==> src/rtl/z16_fetch_unit.sv <==
// Z16 instruction fetch front end: PC/request generation, prefetch FIFO and
// a valid/ready decode port, with redirect flushing buffered and in-flight words.
module z16_fetch_unit #(
  parameter logic [15:0] RESET_PC   = 16'h0000,
  parameter int          FIFO_DEPTH = 2
) (
  input  logic        i_clk,
  input  logic        i_rst,
  input  logic        i_start,
  output logic        o_imem_req,
  output logic [15:0] o_imem_addr,
  input  logic        i_imem_gnt,
  input  logic        i_imem_rvalid,
  input  logic [15:0] i_imem_rdata,
  input  logic        i_redirect,
  input  logic [15:0] i_redirect_pc,
  output logic        o_instr_valid,
  output logic [15:0] o_instr,
  output logic [15:0] o_instr_pc,
  input  logic        i_instr_ready,
  output logic        o_busy,
  output logic [1:0]  o_dbg_state
);

  // Handshakes: imem request is accepted on o_imem_req & i_imem_gnt and answered
  // by i_imem_rvalid exactly one cycle later; decode consumes on
  // o_instr_valid & i_instr_ready, with o_instr/o_instr_pc stable while waiting.

  localparam int AW = $clog2(FIFO_DEPTH);
  localparam int CW = $clog2(FIFO_DEPTH + 1);
  localparam logic [CW-1:0] DEPTH_C = CW'(FIFO_DEPTH);
  localparam logic [CW:0]   DEPTH_W = (CW+1)'(FIFO_DEPTH);

  localparam logic [1:0] ST_IDLE  = 2'd0;
  localparam logic [1:0] ST_FETCH = 2'd1;
  localparam logic [1:0] ST_FLUSH = 2'd2;

  logic [1:0]    state, state_nxt;
  logic [15:0]   fetch_pc;
  logic [15:0]   req_pc;
  logic [CW-1:0] inflight;
  logic [CW-1:0] fifo_cnt;
  logic [AW-1:0] wr_ptr, rd_ptr;
  logic [15:0]   instr_mem [FIFO_DEPTH];
  logic [15:0]   pc_mem    [FIFO_DEPTH];

  logic          grant, pop, push, rsp_ok, rsp_retire;
  logic [CW:0]   occupancy;
  logic [15:0]   redirect_target;

  assign redirect_target = i_redirect_pc & 16'hFFFE;
  assign o_instr_valid   = (fifo_cnt != '0);
  assign o_instr         = instr_mem[rd_ptr];
  assign o_instr_pc      = pc_mem[rd_ptr];
  assign o_imem_addr     = fetch_pc;
  assign o_busy          = (inflight != '0) || (fifo_cnt != '0);
  assign o_dbg_state     = state;

  assign pop        = o_instr_valid & i_instr_ready;
  assign grant      = o_imem_req & i_imem_gnt;
  assign rsp_retire = i_imem_rvalid & (inflight != '0);
  // Responses with nothing outstanding (post-reset or post-redirect) are stale.
  assign rsp_ok     = rsp_retire & (state != ST_FLUSH) & ~i_redirect;
  assign push       = rsp_ok & ((fifo_cnt != DEPTH_C) | pop);

  // A slot freed by this cycle's pop can be re-requested at once, which keeps
  // a depth-2 FIFO streaming one word per cycle.
  assign occupancy  = {1'b0, fifo_cnt} + {1'b0, inflight} - (CW+1)'(pop);
  assign o_imem_req = (state == ST_FETCH) & i_start & ~i_redirect & (occupancy < DEPTH_W);

  always_comb begin
    state_nxt = state;
    case (state)
      ST_IDLE:  if (i_start) state_nxt = ST_FETCH;
      ST_FETCH: begin
        if (i_redirect && inflight != '0)      state_nxt = ST_FLUSH;
        else if (!i_start && inflight == '0)   state_nxt = ST_IDLE;
      end
      ST_FLUSH: state_nxt = ST_FETCH;
      default:  state_nxt = ST_IDLE;
    endcase
  end

  always_ff @(posedge i_clk or posedge i_rst) begin
    if (i_rst) begin
      state    <= ST_IDLE;
      fetch_pc <= RESET_PC;
      req_pc   <= RESET_PC;
      inflight <= '0;
    end else begin
      state <= state_nxt;
      if (i_redirect)  fetch_pc <= redirect_target;
      else if (grant)  fetch_pc <= fetch_pc + 16'd2;
      if (grant)       req_pc   <= fetch_pc;
      if (i_redirect)  inflight <= '0;
      else             inflight <= inflight + CW'(grant) - CW'(rsp_retire);
    end
  end

  // Flush wins over any simultaneous push or pop.
  always_ff @(posedge i_clk or posedge i_rst) begin
    if (i_rst) begin
      fifo_cnt <= '0;
      wr_ptr   <= '0;
      rd_ptr   <= '0;
      for (int i = 0; i < FIFO_DEPTH; i++) begin
        instr_mem[i] <= 16'h0000;
        pc_mem[i]    <= 16'h0000;
      end
    end else if (i_redirect) begin
      fifo_cnt <= '0;
      wr_ptr   <= '0;
      rd_ptr   <= '0;
    end else begin
      if (push) begin
        instr_mem[wr_ptr] <= i_imem_rdata;
        pc_mem[wr_ptr]    <= req_pc;
        wr_ptr            <= wr_ptr + AW'(1);
      end
      if (pop) rd_ptr <= rd_ptr + AW'(1);
      fifo_cnt <= fifo_cnt + CW'(push) - CW'(pop);
    end
  end

endmodule

==> config.mk <==
export PLATFORM = sky130hd
export DESIGN_NAME = z16_fetch_unit
export DESIGN_NICKNAME = d
export VERILOG_FILES = /design/src/rtl/z16_fetch_unit.sv
export SDC_FILE = /design/constraint.sdc
export NUM_CORES = 1
export LEC_CHECK = 0
export CORE_MARGIN = 2
export CORE_UTILIZATION = 52
export CTS_CLUSTER_DIAMETER = 100
export DETAILED_ROUTE_END_ITERATION = 6
export PLACE_DENSITY_LB_ADDON = 0.08
export SLEW_MARGIN = 20
export SYNTH_ARGS = -nofsm -noshare
export SYNTH_HDL_FRONTEND = slang
export SYNTH_SLANG_ARGS = --single-unit
export TNS_END_PERCENT = 5
==> constraint.sdc <==
create_clock -name i_clk -period 4.18 [get_ports i_clk]
set_input_delay 1.045 -clock i_clk [delete_from_list [all_inputs] [get_ports i_clk]]
set_output_delay 1.045 -clock i_clk [all_outputs]
set_load 0.01 [all_outputs]
==> summary.txt, run 1 <==
Global routing
  – Vias in the first global route: 3,324
  – First-pass GRT wire length: 16,300 um
  – Initial antenna violation count: 0
  – Largest net degree at the start of global routing: 56
  – GRT overflow: 0
  – Total GRT Usage: 20.8%

Timing
  – Max-slew headroom: a little under three fifths
  – RSZ-0062 raised after global routing: no
  – Fin Setup TNS: 0 ns
  – Slew Viols, Final: 0
  – Final Setup Violations: 0
  – Tmin final: 3.98 ns
  – Fmax: 0.251 GHz
  – Layout Skew: 0.0116 ns
  – Final hold vios: 0
  – Slew @ Worst Pin: 0.661 ns
  – Period Utilization, post-route: 95.3%

Cells and area
  – Share of cells above drive strength 1: roughly 14%
  – Synthesis-to-layout area growth: 25.4%
  – Diode count: 0
  – Final core occ: 67.1%
  – Nets: roughly 530

Floorplan
  – IO Count: 92
  – Die Wd: 98.5 um
  – Num rows: 34
  – Die H: 98.5 um
  – Die area: 0.00970 mm^2
  – Area of the core: roughly 0.0087 mm^2
  – Starting density of the core: 53.5%

Logic synthesis
  – FF+latch count, synth: 100
  – Cell taking the most area after synthesis: dfrtp_1
  – Distinct cells, synth: 47
  – Synth Area per Inst: around 12 um^2
  – Cells after synthesis: 393
  – Top cells by area, synth: dfrtp_1 54%, mux2_1 14%, mux2_2 8.2%
  – Top-count cell post-synth: dfrtp_1
  – Sequential fraction of the synthesis area: 53.9%
  – Post-synthesis async set-or-reset flop share: 100%
  – Most frequent cells after synthesis: 100 x dfrtp_1, 70 x nand2_1, 59 x mux2_1, 34 x mux2_2, 15 x nor2_1
  – Number of synthesized flops with an enable pin: 0
  – Post-synth top area share: 53.9%
  – Synthesized area: 0.00464 mm^2
  – Top FF cell, synth: dfrtp_1
  – Ys Warns: 0

Setup path
  – Register-to-register setup slack: 1.38 ns
  – Worst flop-to-flop path startpoint: inflight[1]
  – Data arrival, critical path: 2.94 ns
  – Critical-path top delay cell: fa_1
  – Crit. End Element: output port
  – Worst path bufs/invs: 2
  – CP max FO: 2
  – Top delay family on crit path: buffers and inverters
  – WP data required: 3.13 ns
  – Worst r2r dst: inflight[1]
  – R2R cell count: 12
  – Crit-path max cell delay: 0.49 ns
  – Startpoint Class: primary input
  – Crit-path cells: clkdlybuf4s50_1 > nor3b_2 > o21ai_1 > fa_1 > and4b_1 > and3b_1 > dlygate4sd2_1
  – Critical path type: primary input to output port

Job
  – Max cap viols: 0

Hold path
  – Worst Hold Class: flip-flop to flip-flop
  – Hold path start: pc_mem[21]
  – Hold-critical path depth: 1
  – Hold path endpoint: pc_mem[21]

Clock tree
  – Clk Latency, worst-skew pair: ~0.36 ns
  – H-tree levels: 3
  – Clk sink count: 100
  – Postcts setup bufs: 0
  – Hold Buf Count CTS: 0
  – PostCTS Resize Cnt: 3
  – CTS Buf Count: 9
  – Root Driver: clkbuf_8
  – CTS tree: done
  – Clk slew on worst S/H paths: 0.09 ns
  – Longest Clk Path Bufs: 2

Drt
  – WL final: 9390 um
  – Wirelength per Cell: around 16 um
  – Via density: between 5 and 6
  – Vias: 3,254
  – DRC Markers: 0
  – DR pass1 iterations: 4
  – Final ANT Viol Nets: 0
  – Detailed Route Iter0 Violations: 134

Placed design
  – GPL Wtd Cong: 0.911
  – Port Buf Inserts: 88
  – Post-DP HPWL: 6300 um

Power
  – Peak VDD IR: 0.308 mV
  – Leakage: ~2.7 nW
  – Pwr/cell area: 642 mW/mm^2

Run status
  – Outcome: complete, no violations
==> flip-flops by register name (all words and copies together) (netlist names) <==
name and cells:
fifo_cnt 2, inflight 2, instr_mem 32, o_dbg_state 2, o_imem_addr 15, pc_mem 30, rd_ptr 1, req_pc 15
wr_ptr 1
==> through the flow <==
step	setup WS, ns	std cells	hold WS, ns	power, W	cell area [um^2]
final	0.197	592	0.487	0.00374	5820
after global routing	0.0603	592	0.506	0.00401	5820
after CTS	0.176	592	0.494	0.00380	5820
after detailed placement	-0.177	578	0.472	0.00318	5630
after global placement	-0.144	578	0.463	0.00312	5630
after floorplan	0.449	394	0.454	0.00247	4650
==> cell families (layout without fill, tap and decap cells) <==
family                     after synthesis  after routing  share of synthesized area, %
buffers and inverters                   32            122                          3.29
muxes                                   93             93                          22.6
AOI/OAI and AO/OA                       38             38                          5.36
DFF                                    100            100                          53.9
other                                    1              2                        0.0808
xor gates and xnor gates                 7              7                          1.32
adders and majority gates                7              7                          2.05
and+or+nand+nor                        115            115                          11.5
==> layout by cell type (no fill, tap or decap), types with 2 or more instances in the layout <==
cell / count
dfrtp_1: 100
clkdlybuf4s50_1: 87
nand2_1: 70
mux2_1: 59
mux2_2: 34
nor2_1: 15
o21ai_0: 12
buf_4: 11
clkbuf_8: 9
inv_1: 6
xnor2_1: 6
o211ai_1: 6
ha_1: 6
nor2b_1: 5
nor3_1: 4
nand3_1: 4
a21oi_1: 4
nand4_1: 3
clkinvlp_4: 3
o21ai_1: 2
inv_2: 2
and3_1: 2
a21o_1: 2
a31oi_1: 2
o311ai_0: 2
o311ai_1: 2
conb_1: 2
==> area by class of cell <==
| class | instances | area (um^2) |
|---|---|---|
| flip-flops and latches | 100 | 2500 |
| clock buffers | 9 | 124 |
| multi-input cells | 262 | 2000 |
| repair buffers | 99 | 962 |
| inverters | 9 | 36.3 |
| clock inverters | 5 | 63.8 |
| well taps | 108 | 135 |
| fillers | 682 | 2860 |
==> how the worst max path moves through the flow <==
stage	startpoint	end	slack, ns	cells past startpoint
6_report	i_instr_ready	o_imem_req	0.20	7
5_1_grt	i_instr_ready	o_imem_req	0.06	7
4_1_cts	i_instr_ready	o_imem_req	0.18	7
3_5_place_dp	i_instr_ready	o_imem_req	-0.18	7
3_3_place_gp	i_instr_ready	o_imem_req	-0.14	7
2_1_floorplan	i_instr_ready	inflight[1]	0.45	15
==> report_power, final <==
part | switching [W] | internal, W | leakage (nW)
clock | 0.000326 | 0.000274 | 0.0853
combinational | 0.000633 | 0.000912 | 1.35
sequential | 0.000245 | 0.00135 | 1.31
==> worst reg2reg max path: cells and delay by family (launching register included) <==
family	cells	cell delay (ns)
buffers and inverters	3	0.18
adder cells (fa/ha/maj)	4	1.31
flip-flops	1	0.42
AND/OR/NAND/NOR	3	0.49
XOR/XNOR	2	0.29
==> metal layers <==
metal	up-vias	part of all wire (%)	GRT usage [%]
li1	1532	-	-
met4	0	1.7	7.48
met2	101	47	33.5
met1	1606	46	28.7
met3	15	5.4	3.55
met5	-	0	0
(Power assumes the default switching activity.)
==> inputs of run 2 (changes only) <==
--- a/config.mk
+++ b/config.mk
@@ -6,11 +6,12 @@
 export NUM_CORES = 1
 export LEC_CHECK = 0
 export CORE_MARGIN = 2
-export CORE_UTILIZATION = 52
+export CORE_UTILIZATION = 63
 export CTS_CLUSTER_DIAMETER = 100
 export DETAILED_ROUTE_END_ITERATION = 6
+export DONT_BUFFER_PORTS = 1
 export PLACE_DENSITY_LB_ADDON = 0.08
-export SLEW_MARGIN = 20
+export SETUP_SLACK_MARGIN = 0.15
 export SYNTH_ARGS = -nofsm -noshare
 export SYNTH_HDL_FRONTEND = slang
 export SYNTH_SLANG_ARGS = --single-unit
==> summary.txt, run 2 (synthesis results as in run 1) <==
Timing
  – Slew @ Worst Pin: 0.742 ns
  – Layout Skew: around 0.012 ns
  – Slew Viols, Final: 0
  – Fmax: 0.287 GHz
  – Period Utilization, post-route: 83.4%
  – Tmin final: ~3.5 ns
  – Final Setup Violations: 0
  – Final hold vios: 0
  – RSZ-0062 raised after global routing: no
  – Fin Setup TNS: 0 ns
  – Max-slew headroom: 50.3%

Cells and area
  – Max reg flops: 32
  – Fillers: 542
  – Share of cells above drive strength 1: 15.5%
  – Largest Register: instr_mem
  – Most common cell after layout, fill and taps aside: dfrtp_1
  – Nets: about 440
  – Diode count: 0
  – Synthesis-to-layout area growth: 5.52%
  – Top flop regs: instr_mem: 32 flops, pc_mem: 30 flops
  – Commonest cells after routing, fill and taps aside: 100 x dfrtp_1, 70 x nand2_1, 59 x mux2_1

Drt
  – DR pass1 iterations: 4
  – Detailed Route Iter0 Violations: about 120
  – WL final: 8690 um
  – Via density: about 6
  – Final ANT Viol Nets: 0
  – Wirelength per Cell: 17.6 um
  – DRC Markers: 0
  – Vias: 2,883

Setup path
  – Critical-path top delay cell: fa_1
  – Top delay family on crit path: simple AND/OR/NAND/NOR gates
  – Worst path bufs/invs: 0
  – Data arrival, critical path: roughly 2.4 ns
  – Critical path type: primary input to output port
  – Crit. End Element: output port
  – WP data required: 3.13 ns
  – Crit-path cells: nor3b_1 > o21ai_0 > fa_1 > and4b_1 > and3b_1
  – Crit-path max cell delay: 0.51 ns
  – Startpoint Class: primary input
  – CP max FO: 4

Clock tree
  – Clk Latency, worst-skew pair: 0.36 ns
  – CTS tree: done
  – H-tree levels: 3
  – Hold Buf Count CTS: 0
  – Root Driver: clkbuf_8
  – Clk sink count: 100
  – Clk slew on worst S/H paths: 0.09 ns
  – Postcts setup bufs: 0
  – PostCTS Resize Cnt: 0
  – Longest Clk Path Bufs: 2
  – CTS Buf Count: 9

Global routing
  – Largest net degree at the start of global routing: 58
  – Total GRT Usage: 22.6%
  – GRT overflow: 0
  – First-pass GRT wire length: 14,600 um
  – Vias in the first global route: 2,938
  – Initial antenna violation count: 0

Power
  – Leakage: ~2.4 nW
  – Peak VDD IR: between 0.3 and 0.4 mV
  – Tot Pwr: 0.00327 W
  – Pwr/cell area: 668 mW/mm^2

Job
  – Max cap viols: 0

Floorplan
  – IO Count: between 90 and 100
  – Die area: roughly 0.008 mm^2
  – Die Wd: 89.9 um
  – Area of the core: 0.00718 mm^2
  – Die H: 89.9 um
  – Starting density of the core: between 60% and 70%
  – Num rows: 31

Placed design
  – GPL Wtd Cong: slightly above 0.8
  – Port Buf Inserts: 0
  – Post-DP HPWL: roughly 5900 um

Run status
  – Outcome: complete, no violations

Hold path
  – Worst Hold Class: flip-flop to flip-flop
==> run 2: path summary, 6_finish.rpt <==
kind                               start         endpoint  slack (ns)  depth (start not counted)
max in group asynchronous          i_rst        pc_mem[5]        2.74                          2
min in group asynchronous          i_rst    instr_mem[28]        0.66                          1
hold / removal             instr_mem[18]    instr_mem[18]        0.48                          1
setup reg to reg             fifo_cnt[1]  o_imem_addr[15]        1.08                         10
setup / recovery           i_instr_ready       o_imem_req        0.69                          5
hold reg to reg            instr_mem[18]    instr_mem[18]        0.48                          1
==> run 2: through the flow <==
stage	cells	instance area (um^2)	util (%)	setup slack (ns)	hold slack (ns)
2_1_floorplan	394	4650	-	0.449	0.454
3_3_place_gp	477	4710	65.6	0.598	0.463
3_5_place_dp	477	4710	65.6	0.544	0.471
4_1_cts	493	4900	68.3	0.690	0.490
5_1_grt	493	4900	68.3	0.571	0.510
6_report	493	4900	68.3	0.692	0.484
==> run 2: layout make-up <==
type                       count  area, um^2  area share, %
clock inverter                 5        61.3           1.25
multi-input combinational    262        1990           40.7
clock buffer                  11         131           2.68
sequential                   100        2500           51.1
timing repair buffer           7        52.6           1.07
inverter                       9        36.3          0.741
tap                           99         124           2.53
==> run 2: layer usage <==
| layer | wire length, um | global-route usage, % | vias up | share of wire (%) |
|---|---|---|---|---|
| li1 | - | - | 1359 | - |
| met1 | 3790 | 29.9 | 1411 | 44 |
| met2 | 4080 | 35.2 | 96 | 47 |
| met3 | 652 | 7.63 | 17 | 7.5 |
| met4 | 167 | 8.08 | 0 | 1.9 |
| met5 | 0 | 0 | - | 0 |
==> run 2: worst reg2reg max path, delay by kind of cell (launching register included) <==
family	cells	cell delay (ns)
and+or+nand+nor	4	1.31
AOI/OAI and AO/OA	3	0.54
adders and majority gates	1	0.46
DFF	1	0.36
buffers and inverters	2	0.32
==> run 2: power breakdown <==
group / leakage (nW) / switching (W) / internal [W]
Sequential: 1.31 / 0.000267 / 0.00135
Combinational: 0.990 / 0.000548 / 0.000508
Clock: 0.0862 / 0.000324 / 0.000279
